<file path="config.mk">
export PLATFORM = sky130hd
export DESIGN_NAME = inst_sequencer
export DESIGN_NICKNAME = d
export VERILOG_FILES = /design/src/rtl/inst_sequencer.sv
export SDC_FILE = /design/constraint.sdc
export NUM_CORES = 1
export LEC_CHECK = 0
export ABC_AREA = 1
export ABC_CLOCK_PERIOD_IN_PS = 6520
export CORE_MARGIN = 1
export CORE_UTILIZATION = 48
export CTS_CLUSTER_SIZE = 25
export DETAILED_ROUTE_END_ITERATION = 10
export PLACE_DENSITY_LB_ADDON = 0.12
export SLEW_MARGIN = 30
export SYNTH_ARGS = -nofsm -noshare
export SYNTH_HDL_FRONTEND = slang
export SYNTH_SLANG_ARGS = --single-unit
export TNS_END_PERCENT = 5
</file>
<file path="constraint.sdc">
create_clock -name clk -period 6.52 [get_ports clk]
set_clock_uncertainty 0.1 [all_clocks]
set_input_delay 1.304 -clock clk [delete_from_list [all_inputs] [get_ports clk]]
set_output_delay 1.304 -clock clk [all_outputs]
set_load 0.02 [all_outputs]
</file>
<file path="src/rtl/inst_sequencer.sv">
// TABLA PE instruction sequencer: streams instruction memory words 0..lastAddr for
// numIter passes to the decoder, with a one-entry skid buffer covering read latency.
module inst_sequencer #(
  parameter int fnLen    = 3,
  parameter int nameLen  = 3,
  parameter int indexLen = 8,
  parameter int instLen  = fnLen + 6*nameLen + 6*indexLen,
  parameter int addrLen  = 8,
  parameter int iterLen  = 16
) (
  input  logic               clk,
  input  logic               reset,
  input  logic               start,
  input  logic [addrLen-1:0] lastAddr,
  input  logic [iterLen-1:0] numIter,
  input  logic               stall,
  output logic [addrLen-1:0] instMemAddr,
  output logic               instMemRdEn,
  input  logic [instLen-1:0] instMemData,
  output logic [instLen-1:0] instword,
  output logic               instword_v,
  output logic               busy,
  output logic               done
);

  typedef enum logic [1:0] {IDLE, RUN, DRAIN} state_e;

  state_e               state_q, state_d;
  logic [addrLen-1:0]   pc_q, pc_d, last_q, last_d;
  logic [iterLen-1:0]   iter_q, iter_d, iter_last_q, iter_last_d;
  logic                 inflight_q, inflight_d;
  logic [instLen-1:0]   out_q, out_d, skid_q, skid_d;
  logic                 out_v_q, out_v_d, skid_v_q, skid_v_d;
  logic                 done_q, done_d;
  logic                 rd_en, final_rd, consume;

  always_comb begin
    state_d     = state_q;
    pc_d        = pc_q;
    iter_d      = iter_q;
    last_d      = last_q;
    iter_last_d = iter_last_q;
    out_d       = out_q;
    out_v_d     = out_v_q;
    skid_d      = skid_q;
    skid_v_d    = skid_v_q;
    done_d      = 1'b0;

    rd_en      = (state_q == RUN) && !stall && !skid_v_q;
    final_rd   = rd_en && (pc_q == last_q) && (iter_q == iter_last_q);
    consume    = out_v_q && !stall;
    inflight_d = rd_en;

    // Skid only fills while the output is stalled, and a stall blocks the read
    // that would land next cycle, so skid and returning data never collide.
    if (consume) begin
      if (skid_v_q) begin
        out_d    = skid_q;
        skid_v_d = 1'b0;
      end else if (inflight_q) begin
        out_d = instMemData;
      end else begin
        out_v_d = 1'b0;
      end
    end else if (inflight_q) begin
      if (!out_v_q) begin
        out_d   = instMemData;
        out_v_d = 1'b1;
      end else begin
        skid_d   = instMemData;
        skid_v_d = 1'b1;
      end
    end

    case (state_q)
      IDLE: begin
        if (start) begin
          state_d     = RUN;
          last_d      = lastAddr;
          iter_last_d = (numIter == '0) ? '0 : numIter - iterLen'(1);
          pc_d        = '0;
          iter_d      = '0;
        end
      end
      RUN: begin
        if (rd_en) begin
          if (pc_q == last_q) begin
            pc_d   = '0;
            iter_d = iter_q + iterLen'(1);
          end else begin
            pc_d = pc_q + addrLen'(1);
          end
        end
        if (final_rd) state_d = DRAIN;
      end
      DRAIN: begin
        if (!out_v_d && !skid_v_d && !inflight_q) begin
          state_d = IDLE;
          done_d  = 1'b1;
        end
      end
      default: state_d = IDLE;
    endcase
  end

  always_ff @(posedge clk or posedge reset) begin
    if (reset) begin
      state_q     <= IDLE;
      pc_q        <= '0;
      iter_q      <= '0;
      last_q      <= '0;
      iter_last_q <= '0;
      inflight_q  <= 1'b0;
      out_q       <= '0;
      out_v_q     <= 1'b0;
      skid_q      <= '0;
      skid_v_q    <= 1'b0;
      done_q      <= 1'b0;
    end else begin
      state_q     <= state_d;
      pc_q        <= pc_d;
      iter_q      <= iter_d;
      last_q      <= last_d;
      iter_last_q <= iter_last_d;
      inflight_q  <= inflight_d;
      out_q       <= out_d;
      out_v_q     <= out_v_d;
      skid_q      <= skid_d;
      skid_v_q    <= skid_v_d;
      done_q      <= done_d;
    end
  end

  assign instMemAddr = pc_q;
  assign instMemRdEn = rd_en;
  assign instword    = out_v_q ? out_q : '0;
  assign instword_v  = out_v_q;
  assign busy        = (state_q != IDLE);
  assign done        = done_q;

endmodule

</file>
After elaboration in Yosys (flattened, before gate mapping):

Cells that the tools add are included.
W data, S select, Z words.

* register bits: 192
* logic and storage cells: 77
* output and inout port bits: 81

* add/sub/neg operators: 3
* muxes and demuxes: 28
* equality and inequality tests: 10
* reductions and logical operators: 24
* bitwise gates (word level): 1

Operators by type and width (number)
* $mux W69: 6
* $mux W16: 4
* $pmux W16 S2: 1
* $mux W8: 3
* $add A16 B1 Y16 const B: 1
* $eq A16 B16 Y1: 1
* $logic_not A16 Y1: 1
* $pmux W8 S2: 1
* $sub A16 B1 Y16 const B: 1
* $reduce_and A3 Y1: 4
* $mux W1: 9
* $add A8 B1 Y8 const B: 1
* $eq A8 B8 Y1: 1
* $ne A2 B2 Y1 const B: 4
* $reduce_bool A2 Y1: 4
* $logic_and A1 B1 Y1: 7
* $mux W2: 3
* $pmux W2 S3: 1
* $logic_not A1 Y1: 5
* $ne A2 B1 Y1 const B: 2
* $reduce_and A4 Y1: 1
* $eq A2 B1 Y1 const B: 1
* $eq A2 B2 Y1 const B: 1
* $logic_not A2 Y1: 1
* other kinds (2): 2

Depth between registers and ports, before layout:

* depth after elaboration: 8
* mapped depth: 11
* mapped depth without buffers: 10

Least setup slack after synthesis:

Ideal clock, no wire load.

* path kind: input to output
* start: in stall
* end: out instMemRdEn
* arrival time: 1629 ps
* data required time: 5116 ps
* setup slack: 3487 ps
* buffers on the path: 0
* stages: 3
* cells stage by stage: nor2_1 > nand2_1 > inv_1

* cells in the longest elaborated chain, start to end: 3

Ends and longest elaborated chain
* start, declared: RTL line 16 `input logic stall,`
* $logic_not A1 Y1: RTL line 49 `rd_en = (state_q == RUN) && !stall && !skid_v_q;`
* $logic_and A1 B1 Y1 (2 in a row): RTL line 49
* end, declared: RTL line 18 `output logic instMemRdEn,`

No other way between the ends.

Worst setup path in the final report:

Ends and elaborated chain as after synthesis.

==> run metrics <==
crit-path cells=clkdlybuf4s50_1, nor2_1, nand2_1, inv_1, clkdlybuf4s50_1; number of I/O port buffers=177; endpoints failing setup=0; final WL=22.4 mm; Total Routing Usage GR=22.7%; Placement Cell Area=11,600 µm²; post_cts resized=0; first-pass GRT wire length=37.6 mm; largest net degree at the start of global routing=143; # Post-CTS Setup Buffers=0; largest cells by area after synthesis=dfrtp_1, nand2_1, inv_1; Rows=51; syn avg cell area=7.39 µm²; Routed WL per cell=12.9 µm; die area=20,900 µm²; Synth top area share=49.2%; Worst path max stage delay=610 ps; #FFs+latches synth=192; CP Max Fanout=5; fin worst setup slack=2330 ps; fraction of layout cells with a size suffix above 1=3.46%; outcome=finished, final reports clean; final std cells w/o fill=1,738; # H-tree levels=4; DR pass1 iterations=5; CTS tree=built; final net count=1,562; post-layout min period=4190 ps; Seq/Total Area, Yosys=49.2%; max-cap viol count=0; vias in the first global route=7,897; Gate Count Post-Synth=1,320; Fmax=0.239 GHz; Area growth syn-to-layout=25.7%; final worst-path cycle share=64.3%; number of remaining DRC errors=0; GRT overflow=0; yosys synthesis warning count=0; Iter 0 DRT Violations=641; most frequent cells in the layout=nand2_1, inv_1, dfrtp_1, clkdlybuf4s50_1, o21ai_0; Num CTS Buffers=17; worst vdd ir=0.195 mV; initial antenna violation count=0; Final Max Slew Viols=0; synthesized area=9760 µm²; vias per cell=4.87; Final GP Congestion=0.905; P per Cell Area=409 nW/µm²; Worst-Skew Late Latency=420 ps; commonest non-fill, non-tap cell in the layout=nand2_1; crit path launch type=input port; Design Area, Final=12,300 µm²; io pins=178; Initial Util=49.5%; Final Hold Slack=355 ps; RSZ-0062 raised after global routing=false; CP most frequent cell=clkdlybuf4s50_1; Critical Setup Path Class=input port to output pin; slew margin rel.=44.4%; setup tns final=0 ps; post-synthesis net count=1,420; Root Buffer=clkbuf_16; vias=8,472; Lkg Pwr=0.00653 µW; Clock Tree Buf Depth=2; Worst Setup End Kind=output pin; ANT nets after route=0; CTS sink count=192; number of distinct library cells after synthesis=31; Worst Tran Pin Value=835 ps; DP Worst Slack=2320 ps; largest area contributor in the netlist=dfrtp_1; Hold WC Path Type=flip-flop to flip-flop; critical path's slowest cell=clkdlybuf4s50_1; hpwl dp=14.8 mm; # hold bufs at CTS=0; core area=19,700 µm²; Worst-path clk slew=70 ps; Die Wd=145 µm; Post-Place Cells=1,706; Arr. time, crit path=2790 ps; final hold viol count=0; Die Ht=145 µm; diode count=0; Worst Path Required=5120 ps
-- cells by family (layout without fill, tap and decap cells) --
family / count (synthesis) / count (layout) / share of synthesized area, %
buffers and inverters: 259 / 412 / 11.0
and+or+nand+nor: 598 / 598 / 24.2
adders and majority gates: 3 / 3 / 0.385
AOI/OAI and AO/OA: 238 / 238 / 12.5
xor gates and xnor gates: 30 / 30 / 2.69
DFF: 192 / 192 / 49.2
-- worst paths after layout --
| path | startpoint | to | slack, ps | depth (start not counted) |
|---|---|---|---|---|
| min in group asynchronous | reset | out_q[38] | 1320 | 3 |
| min | state_q[0] | done | 360 | 1 |
| max reg2reg | instword_v | out_q[21] | 3620 | 8 |
| min reg2reg | state_q[0] | done | 360 | 1 |
| max | stall | instMemRdEn | 2330 | 5 |
| max in group asynchronous | reset | instword_v | 4310 | 3 |
-- per-layer routing --
metal / track usage [%] / vias up / wire, µm
met4: 6.37 / 0 / 309
met2: 36.4 / 193 / 10300
met3: 3.41 / 24 / 1010
met5: 0 / - / 0
met1: 32.0 / 3906 / 10800
li1: - / 4349 / -
-- cell type report --
class                           count  area (µm²)
Fill cell                        1747        7450
Sequential cell                   192        4810
Multi-Input combinational cell    869        3900
Timing Repair Buffer              186        1880
Inverter                          196         739
Clock buffer                       17         425
Tap cell                          265         332
Clock inverter                     13         181
-- cell usage after synthesis, drive strengths merged --
cell type and number:
and2 3, o22ai 11, o21ai 152, nor3 3
nor2b 1, ha 3, a21oi 74, buf 28
nand4 15, clkinv 1, o21bai 1, clkbuf 35
inv 195, nor4 1, xnor2 15, or2 1
dfrtp 192, xor2 15, nand3 25, nor2 75
nand2 474
-- per-stage QoR --
step                      total power [µW]  utilization [%]
after floorplan                       3180                -
after global placement                3900             58.9
after detailed placement              3950             58.9
after CTS                             5040             62.0
after global routing                  5400             62.2
final                                 5020             62.2
-- worst max-delay path: cells and delay by family --
family,cells,cell delay [ps]
buffers and inverters,3,1220
and+or+nand+nor,2,260
-- power breakdown --
| part | total (µW) | internal, µW | switching, µW |
|---|---|---|---|
| logic | 2060 | 855 | 1200 |
| registers | 1880 | 1640 | 248 |
| clock network | 1070 | 609 | 464 |
-- registers in the layout, indices dropped and copies added (netlist names) --
signal and cells:
instMemAddr 8, skid_q 69, out_q 69, inflight_q 1
state_q 2, last_q 8, skid_v_q 1, iter_q 16
iter_last_q 16, instword_v 1, done 1
No activity file was read; power rests on OpenSTA's default activity.
